### config.mk
export PLATFORM = sky130hd
export DESIGN_NAME = video_frame_arbiter
export DESIGN_NICKNAME = d
export VERILOG_FILES = /design/src/rtl/video_frame_arbiter.sv
export SDC_FILE = /design/constraint.sdc
export NUM_CORES = 1
export LEC_CHECK = 0
export CAP_MARGIN = 40
export CORE_ASPECT_RATIO = 1.2
export CORE_UTILIZATION = 55
export CTS_BUF_LIST = sky130_fd_sc_hd__clkbuf_4 sky130_fd_sc_hd__clkbuf_8
export DETAILED_ROUTE_END_ITERATION = 7
export PLACE_DENSITY = 0.79
export SETUP_SLACK_MARGIN = 0.2
export SLEW_MARGIN = 20
export SYNTH_ARGS = -nofsm -noshare
export SYNTH_HDL_FRONTEND = slang
export SYNTH_SLANG_ARGS = --single-unit
### constraint.sdc
create_clock -name clk -period 2.9 [get_ports clk]
set_input_delay 0.435 -clock clk [delete_from_list [all_inputs] [get_ports clk]]
set_output_delay 0.435 -clock clk [all_outputs]
set_load 0.005 [all_outputs]
### src/rtl/video_frame_arbiter.sv
// video_frame_arbiter: frame-granular round-robin arbiter sharing one video pipeline between two sources.
// Latency: 1 cycle to arbitrate, then SOF hunt; PASS forwarding is combinational (0 cycles).
// Backpressure: down_ready goes straight to the granted source; no internal storage.
// Optional feature macro: FRAME_ARB_HUNT_TIMEOUT_EN (gives up an SOF hunt after HUNT_LIMIT cycles).
// Ports: clk, rst (async active-low); s0_*/s1_* source streams (data/valid/tlast/tuser in, ready out);
//   down_* stream to the pipeline; grant (registered source index); frame_done/err_line/err_sof pulses.
module video_frame_arbiter #(
  parameter int D_WIDTH    = 8,
  parameter int X_SIZE     = 320,
  parameter int Y_SIZE     = 200,
  parameter int CNT_WIDTH  = 16,
  parameter int HUNT_LIMIT = 1024
) (
  input  logic               clk,
  input  logic               rst,
  input  logic [D_WIDTH-1:0] s0_data,
  input  logic               s0_valid,
  input  logic               s0_tlast,
  input  logic               s0_tuser,
  output logic               s0_ready,
  input  logic [D_WIDTH-1:0] s1_data,
  input  logic               s1_valid,
  input  logic               s1_tlast,
  input  logic               s1_tuser,
  output logic               s1_ready,
  output logic [D_WIDTH-1:0] down_data,
  output logic               down_valid,
  output logic               down_tlast,
  output logic               down_tuser,
  input  logic               down_ready,
  output logic               grant,
  output logic               frame_done,
  output logic               err_line,
  output logic               err_sof
);

  localparam logic [CNT_WIDTH-1:0] X_LAST = CNT_WIDTH'(X_SIZE - 1);
  localparam logic [CNT_WIDTH-1:0] Y_LAST = CNT_WIDTH'(Y_SIZE - 1);

  typedef enum logic [1:0] {IDLE, HUNT, PASS} state_t;

  state_t               r_state, w_state_nxt;
  logic                 r_grant, w_grant_nxt;
  logic                 r_prio, w_prio_nxt;
  logic [CNT_WIDTH-1:0] r_x_cnt, w_x_nxt;
  logic [CNT_WIDTH-1:0] r_y_cnt, w_y_nxt;
  logic                 r_frame_done, w_frame_done_nxt;
  logic                 r_err_line, w_err_line_nxt;
  logic                 r_err_sof, w_err_sof_nxt;

  logic [D_WIDTH-1:0]   w_g_data;
  logic                 w_g_valid, w_g_tlast, w_g_tuser;
  logic                 w_g_ready, w_down_valid, w_xfer;

`ifdef FRAME_ARB_HUNT_TIMEOUT_EN
  localparam int HUNT_W = $clog2(HUNT_LIMIT + 1);
  localparam logic [HUNT_W-1:0] HUNT_LAST = HUNT_W'(HUNT_LIMIT - 1);
  logic [HUNT_W-1:0] r_hunt_cnt, w_hunt_nxt;
`else
  // HUNT_LIMIT only matters when the timeout is built in.
  logic w_unused_hunt;
  assign w_unused_hunt = (HUNT_LIMIT == 0);
`endif

  // Mux of the currently granted source.
  assign w_g_data  = r_grant ? s1_data  : s0_data;
  assign w_g_valid = r_grant ? s1_valid : s0_valid;
  assign w_g_tlast = r_grant ? s1_tlast : s0_tlast;
  assign w_g_tuser = r_grant ? s1_tuser : s0_tuser;
  assign w_xfer    = w_g_valid & down_ready;

  always_comb begin
    w_state_nxt      = r_state;
    w_grant_nxt      = r_grant;
    w_prio_nxt       = r_prio;
    w_x_nxt          = r_x_cnt;
    w_y_nxt          = r_y_cnt;
    w_frame_done_nxt = 1'b0;
    w_err_line_nxt   = 1'b0;
    w_err_sof_nxt    = 1'b0;
    w_g_ready        = 1'b0;
    w_down_valid     = 1'b0;
`ifdef FRAME_ARB_HUNT_TIMEOUT_EN
    w_hunt_nxt       = r_hunt_cnt;
`endif
    case (r_state)
      IDLE: begin
        if (s0_valid || s1_valid) begin
          // prio only breaks ties; a lone requester always wins.
          w_grant_nxt = (s0_valid && s1_valid) ? r_prio : s1_valid;
          w_state_nxt = HUNT;
`ifdef FRAME_ARB_HUNT_TIMEOUT_EN
          w_hunt_nxt  = '0;
`endif
        end
      end
      HUNT: begin
        // Drop pre-SOF beats; leave the SOF beat in place for PASS to forward.
        w_g_ready = ~w_g_tuser;
        if (w_g_valid && w_g_tuser) begin
          w_state_nxt = PASS;
          w_x_nxt     = '0;
          w_y_nxt     = '0;
        end
`ifdef FRAME_ARB_HUNT_TIMEOUT_EN
        else if (r_hunt_cnt == HUNT_LAST) begin
          w_state_nxt = IDLE;
          w_prio_nxt  = ~r_grant;
        end else begin
          w_hunt_nxt  = r_hunt_cnt + 1'b1;
        end
`endif
      end
      PASS: begin
        w_down_valid = w_g_valid;
        w_g_ready    = down_ready;
        if (w_xfer) begin
          w_err_line_nxt = w_g_tlast ? (r_x_cnt != X_LAST) : (r_x_cnt == X_LAST);
          if (w_g_tuser && ((r_x_cnt != '0) || (r_y_cnt != '0))) begin
            // Mid-frame SOF: treat it as the first beat of a new frame.
            w_err_sof_nxt = 1'b1;
            w_x_nxt       = w_g_tlast ? '0 : CNT_WIDTH'(1);
            w_y_nxt       = w_g_tlast ? CNT_WIDTH'(1) : '0;
          end else if (w_g_tlast) begin
            if (r_y_cnt == Y_LAST) begin
              w_frame_done_nxt = 1'b1;
              w_state_nxt      = IDLE;
              w_prio_nxt       = ~r_grant;
              w_x_nxt          = '0;
              w_y_nxt          = '0;
            end else begin
              w_x_nxt = '0;
              w_y_nxt = r_y_cnt + 1'b1;
            end
          end else begin
            w_x_nxt = r_x_cnt + 1'b1;
          end
        end
      end
      default: w_state_nxt = IDLE;
    endcase
  end

  always_ff @(posedge clk or negedge rst) begin
    if (!rst) begin
      r_state      <= IDLE;
      r_grant      <= 1'b0;
      r_prio       <= 1'b0;
      r_x_cnt      <= '0;
      r_y_cnt      <= '0;
      r_frame_done <= 1'b0;
      r_err_line   <= 1'b0;
      r_err_sof    <= 1'b0;
`ifdef FRAME_ARB_HUNT_TIMEOUT_EN
      r_hunt_cnt   <= '0;
`endif
    end else begin
      r_state      <= w_state_nxt;
      r_grant      <= w_grant_nxt;
      r_prio       <= w_prio_nxt;
      r_x_cnt      <= w_x_nxt;
      r_y_cnt      <= w_y_nxt;
      r_frame_done <= w_frame_done_nxt;
      r_err_line   <= w_err_line_nxt;
      r_err_sof    <= w_err_sof_nxt;
`ifdef FRAME_ARB_HUNT_TIMEOUT_EN
      r_hunt_cnt   <= w_hunt_nxt;
`endif
    end
  end

  assign s0_ready   = w_g_ready & ~r_grant;
  assign s1_ready   = w_g_ready &  r_grant;
  assign down_valid = w_down_valid;
  assign down_data  = w_g_data;
  assign down_tlast = w_g_tlast;
  assign down_tuser = w_g_tuser;
  assign grant      = r_grant;
  assign frame_done = r_frame_done;
  assign err_line   = r_err_line;
  assign err_sof    = r_err_sof;

endmodule
# Word level (Yosys, flattened, before mapping)

Index checks and enable logic that the tools add are counted.

$add $sub $neg: 2
Equality and inequality tests: 12
Multiplexer cells: 37
Bitwise operators: 6
Reduce and logical (&&, ||, !) cells: 14

Operator list:

| cell                                                                      | count |
|---|---|
| 16-bit 2-to-1 mux                                                         | 8 |
| 16-bit one-hot mux with 2 select lines                                    | 2 |
| 16-bit by 1-bit adder with 16-bit output (second input constant)          | 2 |
| 16-bit nonzero test                                                       | 2 |
| 1-bit 2-to-1 mux                                                          | 18 |
| 16-bit by 8-bit equality test with 1-bit output (second input constant)   | 1 |
| 16-bit by 9-bit equality test with 1-bit output (second input constant)   | 1 |
| 16-bit by 9-bit inequality test with 1-bit output (second input constant) | 1 |
| 2-bit 2-to-1 mux                                                          | 6 |
| 2-bit inequality test (second input constant)                             | 6 |
| 8-bit 2-to-1 mux                                                          | 1 |
| 2-bit one-hot mux with 3 select lines                                     | 1 |
| 6-bit AND reduction                                                       | 1 |
| 5-bit AND reduction                                                       | 1 |
| 4-bit AND reduction                                                       | 1 |
| 1-bit AND                                                                 | 3 |
| 1-bit logical AND                                                         | 3 |
| 3-bit inequality test (second input constant)                             | 1 |
| 1-bit inverter                                                            | 3 |
| 3-bit AND reduction                                                       | 1 |
| 2-bit by 1-bit equality test with 1-bit output (second input constant)    | 1 |
| 2-bit equality test (second input constant)                               | 1 |
| 2-bit logical NOT                                                         | 1 |
| 1-bit logical OR                                                          | 2 |
| other kinds (3)                                                           | 3 |

Bits in registers: 39
Input port bits: 25
Output and inout port bits: 17

# Depth between registers and ports, before layout

Depth after elaboration: 6
Gate-level depth with buffers: 9
Mapped depth without buffers: 7

# Worst setup path before layout

No wires, ideal clock.

Kind: register to register
Start: reg r_state[0]
End: reg r_x_cnt[10]
Data arrival time: 2.001 ns
Data required time: 2.768 ns
Setup slack: 0.767 ns
Stages on the path, launching flop included: 10
Buffers on the path: 2
Clock period less this slack: 2.133 ns
Cells stage by stage: dfrtp_1 inv_1 ha_1 buf_4 nor2b_1 a31o_2 nand2_1 a21oi_1 clkbuf_1 nor2_1

Longest elaborated chain between the ends: 3

RTL lines:

| item                                                                                  | line | RTL |
|---|---|---|
| start, declared                                                                       | 42   | `state_t r_state, w_state_nxt;` |
| start signal, assigned                                                                | 158  | `r_state <= w_state_nxt;` |
| 2-bit by 1-bit equality test with 1-bit output or 2-bit equality test (tied branches) | 86   | `case (r_state)` |
| 2-bit inequality test (no line) or 2-bit nonzero test (tied branches)                 | --   |  |
| 3-bit AND reduction (no line)                                                         | --   |  |
| end signal, assigned                                                                  | 161  | `r_x_cnt <= w_x_nxt;` |
| end, declared                                                                         | 45   | `logic [CNT_WIDTH-1:0] r_x_cnt, w_x_nxt;` |

Several ways; a longest one is shown, not always the timed one.
A chain may end at the register's enable or synchronous reset.

# Final worst setup path

Start: reg r_grant (netlist: grant)
End: out down_tlast

Longest elaborated chain between the ends: 1

RTL lines:

| item                   | line | RTL |
|---|---|---|
| start, declared        | 43   | `logic r_grant, w_grant_nxt;` |
| start signal, assigned | 159  | `r_grant <= w_grant_nxt;` |
| 1-bit 2-to-1 mux       | 68   | `assign w_g_tlast = r_grant ? s1_tlast : s0_tlast;` |
| end, declared          | 28   | `output logic down_tlast,` |

No other way between the ends.

==> metrics.cfg <==
[drt]
wl_per_cell_microns=16.9
postRouteAntennaNets=0
dr.pass1.iters=4
drt_drc_violations_left=0
vias_per_cell=6.46
drt_iter0_drc=262
dr_total_vias=2352
drt_wl_total_mm=6.16

[final_layout]
final_nets=339
layout_commonest_cell=clkdlybuf4s50_1
final_cell_mix=40 x clkdlybuf4s50_1, 39 x dfrtp_1, 18 x nor2_1
fin_area_sq_um=3150
antenna_cells=0
drive_above_1_share=0.123
syn_to_final_growth_pct=24.6

[pwr]
p_per_area_nw_per_um2=702
ir_drop_mv=0.460
power.leakage_nw=1.27

[timing]
rsz0062_at_grt=false
fmax_ghz=0.392
fin_crit_sh=0.879
tns_ps=0
timing.slew.headroom=0.504
maxSlewViolCount=0
hold_violations=0
setup_viol=0
skew_ps=4.38
worstMarginPinSlew_ps=743
fin_crit_ps=2550

[floorplan]
die_y_microns=76.3
fp.dieArea_sq_um=4870
fp-row-count=26
start_util=0.584
coreArea_sq_um=4330
io_pins=42
fp.dieW_microns=63.9

[worst_setup_path]
critPathMaxFanout=10
end_kind=output port
crit_buf_inv=2
max_stage_delay_ps=640
crit_chain=mux2i_1 > inv_1 > clkdlybuf4s50_1
critical_path_class=register to output port
crit_required_ps=2470
ff2ff_setup_slack_ps=580
critPathSlowestCell=mux2i_1
crit_family=multiplexers
start_kind=register
arrival_ps=2110

[hold_path]
hold_path.class=input port to async pin

[synthesis]
synthDistinctLibCells=52
syn_inst=263
netlist_area_sq_um=2530
ys_warn_count=0
synth_seq_cells=39
syn_area_per_cell_sq_um=9.61
synth_edf_count=0
synth-main-ff-cell=dfrtp_1
synth_nets=295
async_reset_ff_frac=1.00
yosysSeqAreaShare=0.386

[grt]
overflow=0
grt_max_degree=22
grt_pass1_vias=2361
grt_pass1_wl_mm=10.8
antenna_found_initial=0
track_usage=0.274

[job]
drv_cap=0

[place]
io_buffers=41
placed_area_sq_um=3010
dp_hpwl_mm=4.55
place.gp.congestion=0.863

[clocking]
numCtsBuffers=5
ctsResizeCount=0
cts_root_buf=clkbuf_8
cts.clk_slew.worst_paths_ps=80
clockBufferDepth=2
cts_hold_buf=0
cts_tree=done
cts_max_level=2
post-cts-setup-buffers=0
clock_latency_ps=290
numClockSinks=39

[status]
status=finished clean

==> metal layers <==
metal  wire length, microns  GRT usage  part of all wire
met2                   3210      0.480              0.52
met5                      0          0                 0
met1                   2540      0.334              0.41
met4                    122     0.0977             0.020
met3                    287     0.0434             0.047
==> through the flow <==
stage | hold slack (ps) | util | worst slack (ps) | power (mW) | std cells
5_1_grt | 130 | 0.728 | 210 | 2.35 | 364
6_report | 89.6 | 0.728 | 350 | 2.21 | 364
3_5_place_dp | 416 | 0.696 | 366 | 1.67 | 356
2_1_floorplan | 139 | - | 767 | 1.33 | 263
4_1_cts | 98.2 | 0.728 | 330 | 2.22 | 364
3_3_place_gp | 506 | 0.690 | 458 | 1.65 | 355
==> kinds of logic after synthesis <==
group / after synthesis / share of synthesized area
XOR/XNOR: 11 / 0.0381
flip-flops: 39 / 0.386
adder cells (fa/ha/maj): 7 / 0.0347
buffers and inverters: 24 / 0.0470
multiplexers: 13 / 0.0559
AO/OA/AOI/OAI: 60 / 0.181
AND/OR/NAND/NOR: 109 / 0.257
==> path summary, 6_finish.rpt <==
path | startpoint | endpoint | cells past startpoint
worst max-delay path | grant | down_tlast | 3
worst min-delay path | rst | r_y_cnt[13] | 1
worst max register to register | r_x_cnt[9] | r_y_cnt[4] | 6
worst min register to register | r_prio | r_prio | 2
max in group asynchronous | rst | grant | 2
min in group clk | r_prio | r_prio | 2
==> state kept, by name (all words and copies together), names as in the netlist <==
register,count
r_x_cnt,16
r_state,2
r_y_cnt,16
r_prio,1
frame_done,1
err_line,1
err_sof,1
grant,1
==> cells in the mapped netlist (all sizes together), types with 3 or more instances <==
cell,instances,area [sq um]
dfrtp,39,976
nor2,18,67.6
nand2,14,52.6
a21oi,13,65.1
and3,13,82.6
nor4,12,96.3
inv,11,41.3
nand3,11,55.1
nand4,10,62.6
a31oi,9,77.6
mux2,9,101
xnor2,9,78.8
a41oi,7,61.3
clkbuf,7,26.3
ha,7,87.6
a211oi,6,45.0
and4,6,52.6
buf,6,51.3
o21ai,6,30.0
a311oi,5,50.0
and2,5,31.3
mux2i,4,40.0
nor3,4,20.0
o211ai,4,30.0
or3,4,25.0
nor2b,3,18.8
nor4b,3,26.3
==> cell type report <==
| type | instances | area (sq um) |
|---|---|---|
| clock inverter | 3 | 67.6 |
| sequential | 39 | 976 |
| tap | 56 | 70.1 |
| inverter | 11 | 41.3 |
| clock buffer | 5 | 68.8 |
| timing repair buffer | 50 | 493 |
| multi-input combinational | 200 | 1430 |
| fill | 338 | 1180 |
==> power by group <==
| part | leakage, nW | switching [mW] | total (mW) | internal [mW] |
|---|---|---|---|---|
| combinational | 0.668 | 0.584 | 1.04 | 0.453 |
| sequential | 0.533 | 0.0495 | 0.631 | 0.582 |
| clock | 0.0644 | 0.199 | 0.542 | 0.343 |
| total | 1.27 | 0.832 | 2.21 | 1.38 |
Power figures use the tool's default switching activity.
